## src/rtl/alu_multicycle_seq.sv

```systemverilog
// Multi-cycle execute-stage sequencer: iterative shift-add MULT and weighted
// RGB-to-gray AV. Stalls the pipeline while busy and presents a one-cycle registered result.
module alu_multicycle_seq #(
  parameter int unsigned W_R     = 77,
  parameter int unsigned W_G     = 150,
  parameter int unsigned W_B     = 29,
  parameter logic [3:0]  OP_MULT = 4'd3,
  parameter logic [3:0]  OP_AV   = 4'd4
) (
  input  logic        clk,
  input  logic        rst_n,
  input  logic        StartE,
  input  logic [3:0]  ALUControlE,
  input  logic [31:0] SrcAE,
  input  logic [31:0] SrcBE,
  input  logic        KillE,
  output logic        StallMC,
  output logic [31:0] ResultMC,
  output logic        DoneMC,
  output logic        ZeroMC
);

  typedef enum logic [1:0] {
    S_IDLE = 2'd0,
    S_MUL  = 2'd1,
    S_AVG  = 2'd2,
    S_DONE = 2'd3
  } state_t;

  // Weights sum to 256, so each fits in 9 bits.
  localparam logic [8:0] LP_W_R = 9'(W_R);
  localparam logic [8:0] LP_W_G = 9'(W_G);
  localparam logic [8:0] LP_W_B = 9'(W_B);

  state_t      r_state;
  logic [31:0] r_mcand;
  logic [31:0] r_mplier;
  logic [31:0] r_acc;
  logic [4:0]  r_cnt;
  logic [23:0] r_pix;
  logic [1:0]  r_ch;
  logic [31:0] r_result;
  logic        r_done;
  logic        r_zero;

  logic        w_mc_op;
  logic        w_start;
  logic [31:0] w_mul_acc_next;
  logic [31:0] w_mplier_next;
  logic        w_mul_last;
  logic [17:0] w_av_acc_next;
  logic        w_av_last;

  function automatic logic [17:0] f_av_term(input logic [23:0] pix, input logic [1:0] ch);
    logic [7:0] chan;
    logic [8:0] wt;
    case (ch)
      2'd0: begin
        chan = pix[23:16];
        wt   = LP_W_R;
      end
      2'd1: begin
        chan = pix[15:8];
        wt   = LP_W_G;
      end
      2'd2: begin
        chan = pix[7:0];
        wt   = LP_W_B;
      end
      default: begin
        chan = 8'd0;
        wt   = 9'd0;
      end
    endcase
    return 18'(chan) * 18'(wt);
  endfunction

  assign w_mc_op = StartE && ((ALUControlE == OP_MULT) || (ALUControlE == OP_AV));
  assign w_start = (r_state == S_IDLE) && w_mc_op && !KillE;
  assign StallMC = w_start || (r_state == S_MUL) || (r_state == S_AVG);

  assign ResultMC = r_result;
  assign DoneMC   = r_done;
  assign ZeroMC   = r_zero;

  // Next-value datapath for one shift-add step and one weighted-channel step.
  always_comb begin
    w_mul_acc_next = r_mplier[0] ? (r_acc + r_mcand) : r_acc;
    w_mplier_next  = {1'b0, r_mplier[31:1]};
    w_mul_last     = (w_mplier_next == 32'd0) || (r_cnt == 5'd31);
    w_av_acc_next  = r_acc[17:0] + f_av_term(r_pix, r_ch);
    w_av_last      = (r_ch == 2'd2);
  end

  // Sequencer FSM with registered result, done and zero flags.
  always_ff @(posedge clk or negedge rst_n) begin
    if (!rst_n) begin
      r_state  <= S_IDLE;
      r_mcand  <= 32'd0;
      r_mplier <= 32'd0;
      r_acc    <= 32'd0;
      r_cnt    <= 5'd0;
      r_pix    <= 24'd0;
      r_ch     <= 2'd0;
      r_result <= 32'd0;
      r_done   <= 1'b0;
      r_zero   <= 1'b1;
    end else begin
      r_done <= 1'b0;
      case (r_state)
        S_IDLE: begin
          if (w_start) begin
            r_acc <= 32'd0;
            r_cnt <= 5'd0;
            r_ch  <= 2'd0;
            if (ALUControlE == OP_MULT) begin
              r_mcand  <= SrcAE;
              r_mplier <= SrcBE;
              r_state  <= S_MUL;
            end else begin
              r_pix   <= SrcAE[23:0];
              r_state <= S_AVG;
            end
          end else begin
            r_state <= S_IDLE;
          end
        end
        S_MUL: begin
          if (KillE) begin
            r_state <= S_IDLE;
          end else begin
            r_acc    <= w_mul_acc_next;
            r_mcand  <= {r_mcand[30:0], 1'b0};
            r_mplier <= w_mplier_next;
            r_cnt    <= r_cnt + 5'd1;
            if (w_mul_last) begin
              r_result <= w_mul_acc_next;
              r_zero   <= (w_mul_acc_next == 32'd0);
              r_done   <= 1'b1;
              r_state  <= S_DONE;
            end else begin
              r_state <= S_MUL;
            end
          end
        end
        S_AVG: begin
          if (KillE) begin
            r_state <= S_IDLE;
          end else begin
            // Gray value is acc/256; the weight sum guarantees it stays within 8 bits.
            r_acc <= {14'd0, w_av_acc_next};
            r_ch  <= r_ch + 2'd1;
            if (w_av_last) begin
              r_result <= {24'd0, w_av_acc_next[15:8]};
              r_zero   <= (w_av_acc_next[15:8] == 8'd0);
              r_done   <= 1'b1;
              r_state  <= S_DONE;
            end else begin
              r_state <= S_AVG;
            end
          end
        end
        S_DONE: begin
          r_state <= S_IDLE;
        end
        default: begin
          r_state <= S_IDLE;
        end
      endcase
    end
  end

endmodule

```

## config.mk

```make
export PLATFORM = sky130hd
export DESIGN_NAME = alu_multicycle_seq
export DESIGN_NICKNAME = d
export VERILOG_FILES = /design/src/rtl/alu_multicycle_seq.sv
export SDC_FILE = /design/constraint.sdc
export NUM_CORES = 1
export LEC_CHECK = 0
export ABC_CLOCK_PERIOD_IN_PS = 6700
export CELL_PAD_IN_SITES_DETAIL_PLACEMENT = 2
export CELL_PAD_IN_SITES_GLOBAL_PLACEMENT = 2
export CORE_MARGIN = 3
export CORE_UTILIZATION = 37
export DETAILED_ROUTE_END_ITERATION = 12
export PLACE_DENSITY_LB_ADDON = 0.1
export SLEW_MARGIN = 10
export SYNTH_ARGS = -nofsm -noshare
export SYNTH_HDL_FRONTEND = slang
export SYNTH_SLANG_ARGS = --single-unit
```

## constraint.sdc

```tcl
create_clock -name clk -period 6.7 [get_ports clk]
set_input_delay 1.34 -clock clk [delete_from_list [all_inputs] [get_ports clk]]
set_output_delay 1.34 -clock clk [all_outputs]
set_load 0.02 [all_outputs]
```

==> impl_metrics.py <==
metrics = {
    "outcome": {
        "outcome": "completed",
    },
    "logic_synthesis": {
        "synth_fp_nets": 1507,
        "synth_top_area_share_pct": 33.64,
        "synthSimpleGateAreaFrac_pct": 14.54,
        "yosysTopAreaCell": "dfrtp_1",
        "synth_fa_ha_area_share_pct": 16.38,
        "synth_xor_area_share_pct": 1.962,
        "synth-compound-area-share_pct": 18.96,
        "ys_types": 81,
        "synth_edf_count": 0,
        "synth_top_family_by_area": "compound AO/OA/AOI/OAI gates",
        "ys_async_sr_fraction_pct": 100.0,
        "synth_area_leaders": "dfrtp_1 (34%), ha_1 (9.2%), fa_1 (7.1%)",
        "ys.flop_type": "dfrtp_1",
        "synth.cell_area_mm2": 0.01205,
        "ys_seq_elements": 163,
        "ys.warnings.count": 0,
        "yosysSeqAreaShare_pct": 33.86,
        "synthCells": 1303,
        "avgSynthCellArea_um2": 9.248,
        "synth.area.mux_share_pct": 8.660,
    },
    "die": {
        "ioPinCount": 107,
        "die_w_um": 186.5,
        "initial_core_util_pct": 37.89,
        "die_h_um": 186.5,
        "coreArea_mm2": 0.03180,
        "rows": 65,
        "dieArea_mm2": 0.03477,
    },
    "global_routing": {
        "grt_pass1_vias": 11330,
        "antenna_found_initial": 0,
        "grt_pass1_wl_um": 66410,
        "use_met1_pct": 33.96,
        "top_usage_layer": "met2",
        "use_met3_pct": 2.743,
        "grt_max_degree": 74,
        "use_met2_pct": 40.59,
        "grt_use_total_pct": 24.22,
        "grt.overflow.total": 0,
    },
    "placement": {
        "dp_hpwl_um": 32110,
        "place_congestion": 0.8573,
        "placed_area_mm2": 0.01355,
        "pre_cts_ws_ps": 86.63,
        "io_buffers": 106,
    },
    "hold_path": {
        "hold_path.class": "flop to flop",
        "hold_depth": 2,
    },
    "detailed_routing": {
        "drt-wirelength-per-cell_um": 22.86,
        "first_pass_iters": 5,
        "drc_errors": 0,
        "vias": 10270,
        "dr.first_iter.drc_count": 561,
        "drt_wl_total_um": 41860,
        "ant_nets": 0,
        "vias_per_cell": 5.608,
    },
    "setup_path": {
        "worstPathRequired_ps": 7050,
        "cp.arrival_ps": 6720,
        "crit_path_max_fanout": 11,
        "cp-startpoint": "r_ch[0]",
        "crit_type": "flop to flop",
        "crit_path_start_kind": "flop",
        "crit_path_frequent_cell": "inv_1",
        "max_stage_delay_ps": 540,
        "endpoint": "r_acc[17]",
        "end_kind": "flop",
        "timing.rr.start": "r_ch[0]",
        "rrSetupSlack_ps": 340,
        "critical_path.slowest_cell": "fa_1",
        "rr_worst_depth": 25,
        "r2r-end": "r_acc[17]",
    },
    "final_layout": {
        "multiInputGateArea_mm2": 0.007351,
        "layout-drive-gt1-share_pct": 8.309,
        "antenna_cells": 0,
        "syn2layout_area_growth_pct": 17.63,
        "fillers": 3458,
        "layout.nets": 1588,
        "design_area_mm2": 0.01417,
        "regArea_mm2": 0.004081,
    },
    "power_and_ir_drop": {
        "p_per_area_mw_per_mm2": 299.9,
        "leakagePower_nw": 6.344,
        "peakVddDrop_mv": 0.2016,
    },
    "cts": {
        "insertion_delay_ps": 440,
        "cts_buffer_depth": 2,
        "clkSinkCount": 163,
        "tritoncts": "built",
        "numCtsBuffers": 17,
        "cts_hold_buffers": 0,
        "clockRootBuffer": "clkbuf_16",
        "htree_num_levels": 4,
        "clk_pin_slew_ps": 70,
    },
    "timing": {
        "skew_ps": 21.08,
        "tightest_slew_ps": 887.8,
        "finalSetupViolations": 0,
        "finalSetupTns_ps": 0,
        "finalMaxSlewViolations": 0,
        "rsz0062_at_grt": "false",
        "slew_headroom_pct": 40.70,
        "setup_slack_ps": 335.7,
        "fin_hold_ws_ps": 484.5,
        "period_share_pct": 94.99,
        "final_hold_viol_count": 0,
        "max_freq_mhz": 157.1,
        "min_period_ps": 6364,
    },
    "flow_run": {
        "cap_violations": 0,
    },
}
Yosys cell counts (all sizes together), types with 14 or more instances:
cell type / instances
nand2: 174
dfrtp: 162
o21ai: 135
inv: 109
ha: 89
mux2i: 75
clkbuf: 50
a21oi: 45
nor2: 45
fa: 43
and2: 27
mux2: 26
nor3: 25
xnor2: 17
a211oi: 16
a22o: 15
buf: 15
nand3: 15
a21o: 14
nand4: 14
cells in the final DEF (no fill, tap or decap), types with 21 or more instances in the layout:
master,count
fa_1,43
mux2_2,26
nor2_1,45
and2_1,27
nor3_1,23
clkdlybuf4s50_1,105
o21ai_0,131
buf_4,21
nand2_1,174
mux2i_1,75
inv_1,109
dfrtp_1,161
a21oi_1,41
ha_1,85
stage by stage:
| step | instances | util (%) | total power [mW] |
|---|---|---|---|
| 2_1_floorplan | 1303 | - | 2.565 |
| 3_3_place_gp | 1798 | 42.60 | 3.152 |
| 3_5_place_dp | 1798 | 42.60 | 3.246 |
| 4_1_cts | 1829 | 44.41 | 4.272 |
| 5_1_grt | 1831 | 44.58 | 4.600 |
| 6_report | 1831 | 44.58 | 4.251 |
flip-flops by register name, indices dropped and copies added (netlist names):
| name | flops |
|---|---|
| r_acc | 32 |
| ResultMC | 32 |
| r_pix | 24 |
| r_mcand | 32 |
| r_state | 2 |
| DoneMC | 1 |
| r_ch | 2 |
| r_mplier | 32 |
| ZeroMC | 1 |
| r_cnt | 5 |
power breakdown:
part | internal [mW] | switching (mW) | total [mW]
clock network | 0.523 | 0.466 | 0.989
logic | 0.777 | 1.18 | 1.96
registers | 1.13 | 0.170 | 1.30
final cells by class:
cell class / count / share of cell area [%]
multi-input cells: 966 / 51.86
flip-flops and latches: 163 / 28.79
repair buffers: 127 / 8.606
well taps: 435 / 3.840
clock buffers: 17 / 3.001
inverters: 109 / 2.886
clock inverters: 14 / 1.015
repair_timing:
action / in CTS / in global routing
buffers inserted: 0 / 2
hold endpoints to repair: 0 / 0
endpoints found under the setup margin: 1 / 5
gates resized for setup: 2 / 8
pin swaps: 0 / 2
worst min-delay path by stage:
stage	slack [ps]	to	startpoint
finish	480	ResultMC[14]	ResultMC[14]
global route	520	ResultMC[11]	ResultMC[11]
CTS	490	ResultMC[16]	ResultMC[16]
detailed placement	470	ResultMC[28]	ResultMC[28]
global placement	460	ResultMC[14]	ResultMC[14]
floorplan	470	r_acc[20]	r_acc[20]
routing by layer:
layer | vias up | wire, um
li1 | 4784 | -
met5 | - | 0
met3 | 33 | 1334
met1 | 5273 | 19890
met2 | 179 | 19930
met4 | 0 | 709
cells by family (layout without fill, tap and decap cells):
kind of cell | after synthesis | count (layout)
xor+xnor | 27 | 27
simple gates | 368 | 368
flops | 163 | 163
compound gates | 338 | 338
mux | 101 | 101
buf+inv | 174 | 267
fa+ha+maj | 132 | 132
critical path, delay by kind of cell, from the launching register on:
kind                       cells  cell delay, ps
AOI/OAI and AO/OA              9            1750
adders and majority gates      6            2660
DFF                            1             440
buffers and inverters          7             800
xor gates and xnor gates       1              90
and+or+nand+nor                2             520
Power figures use the tool's default switching activity.
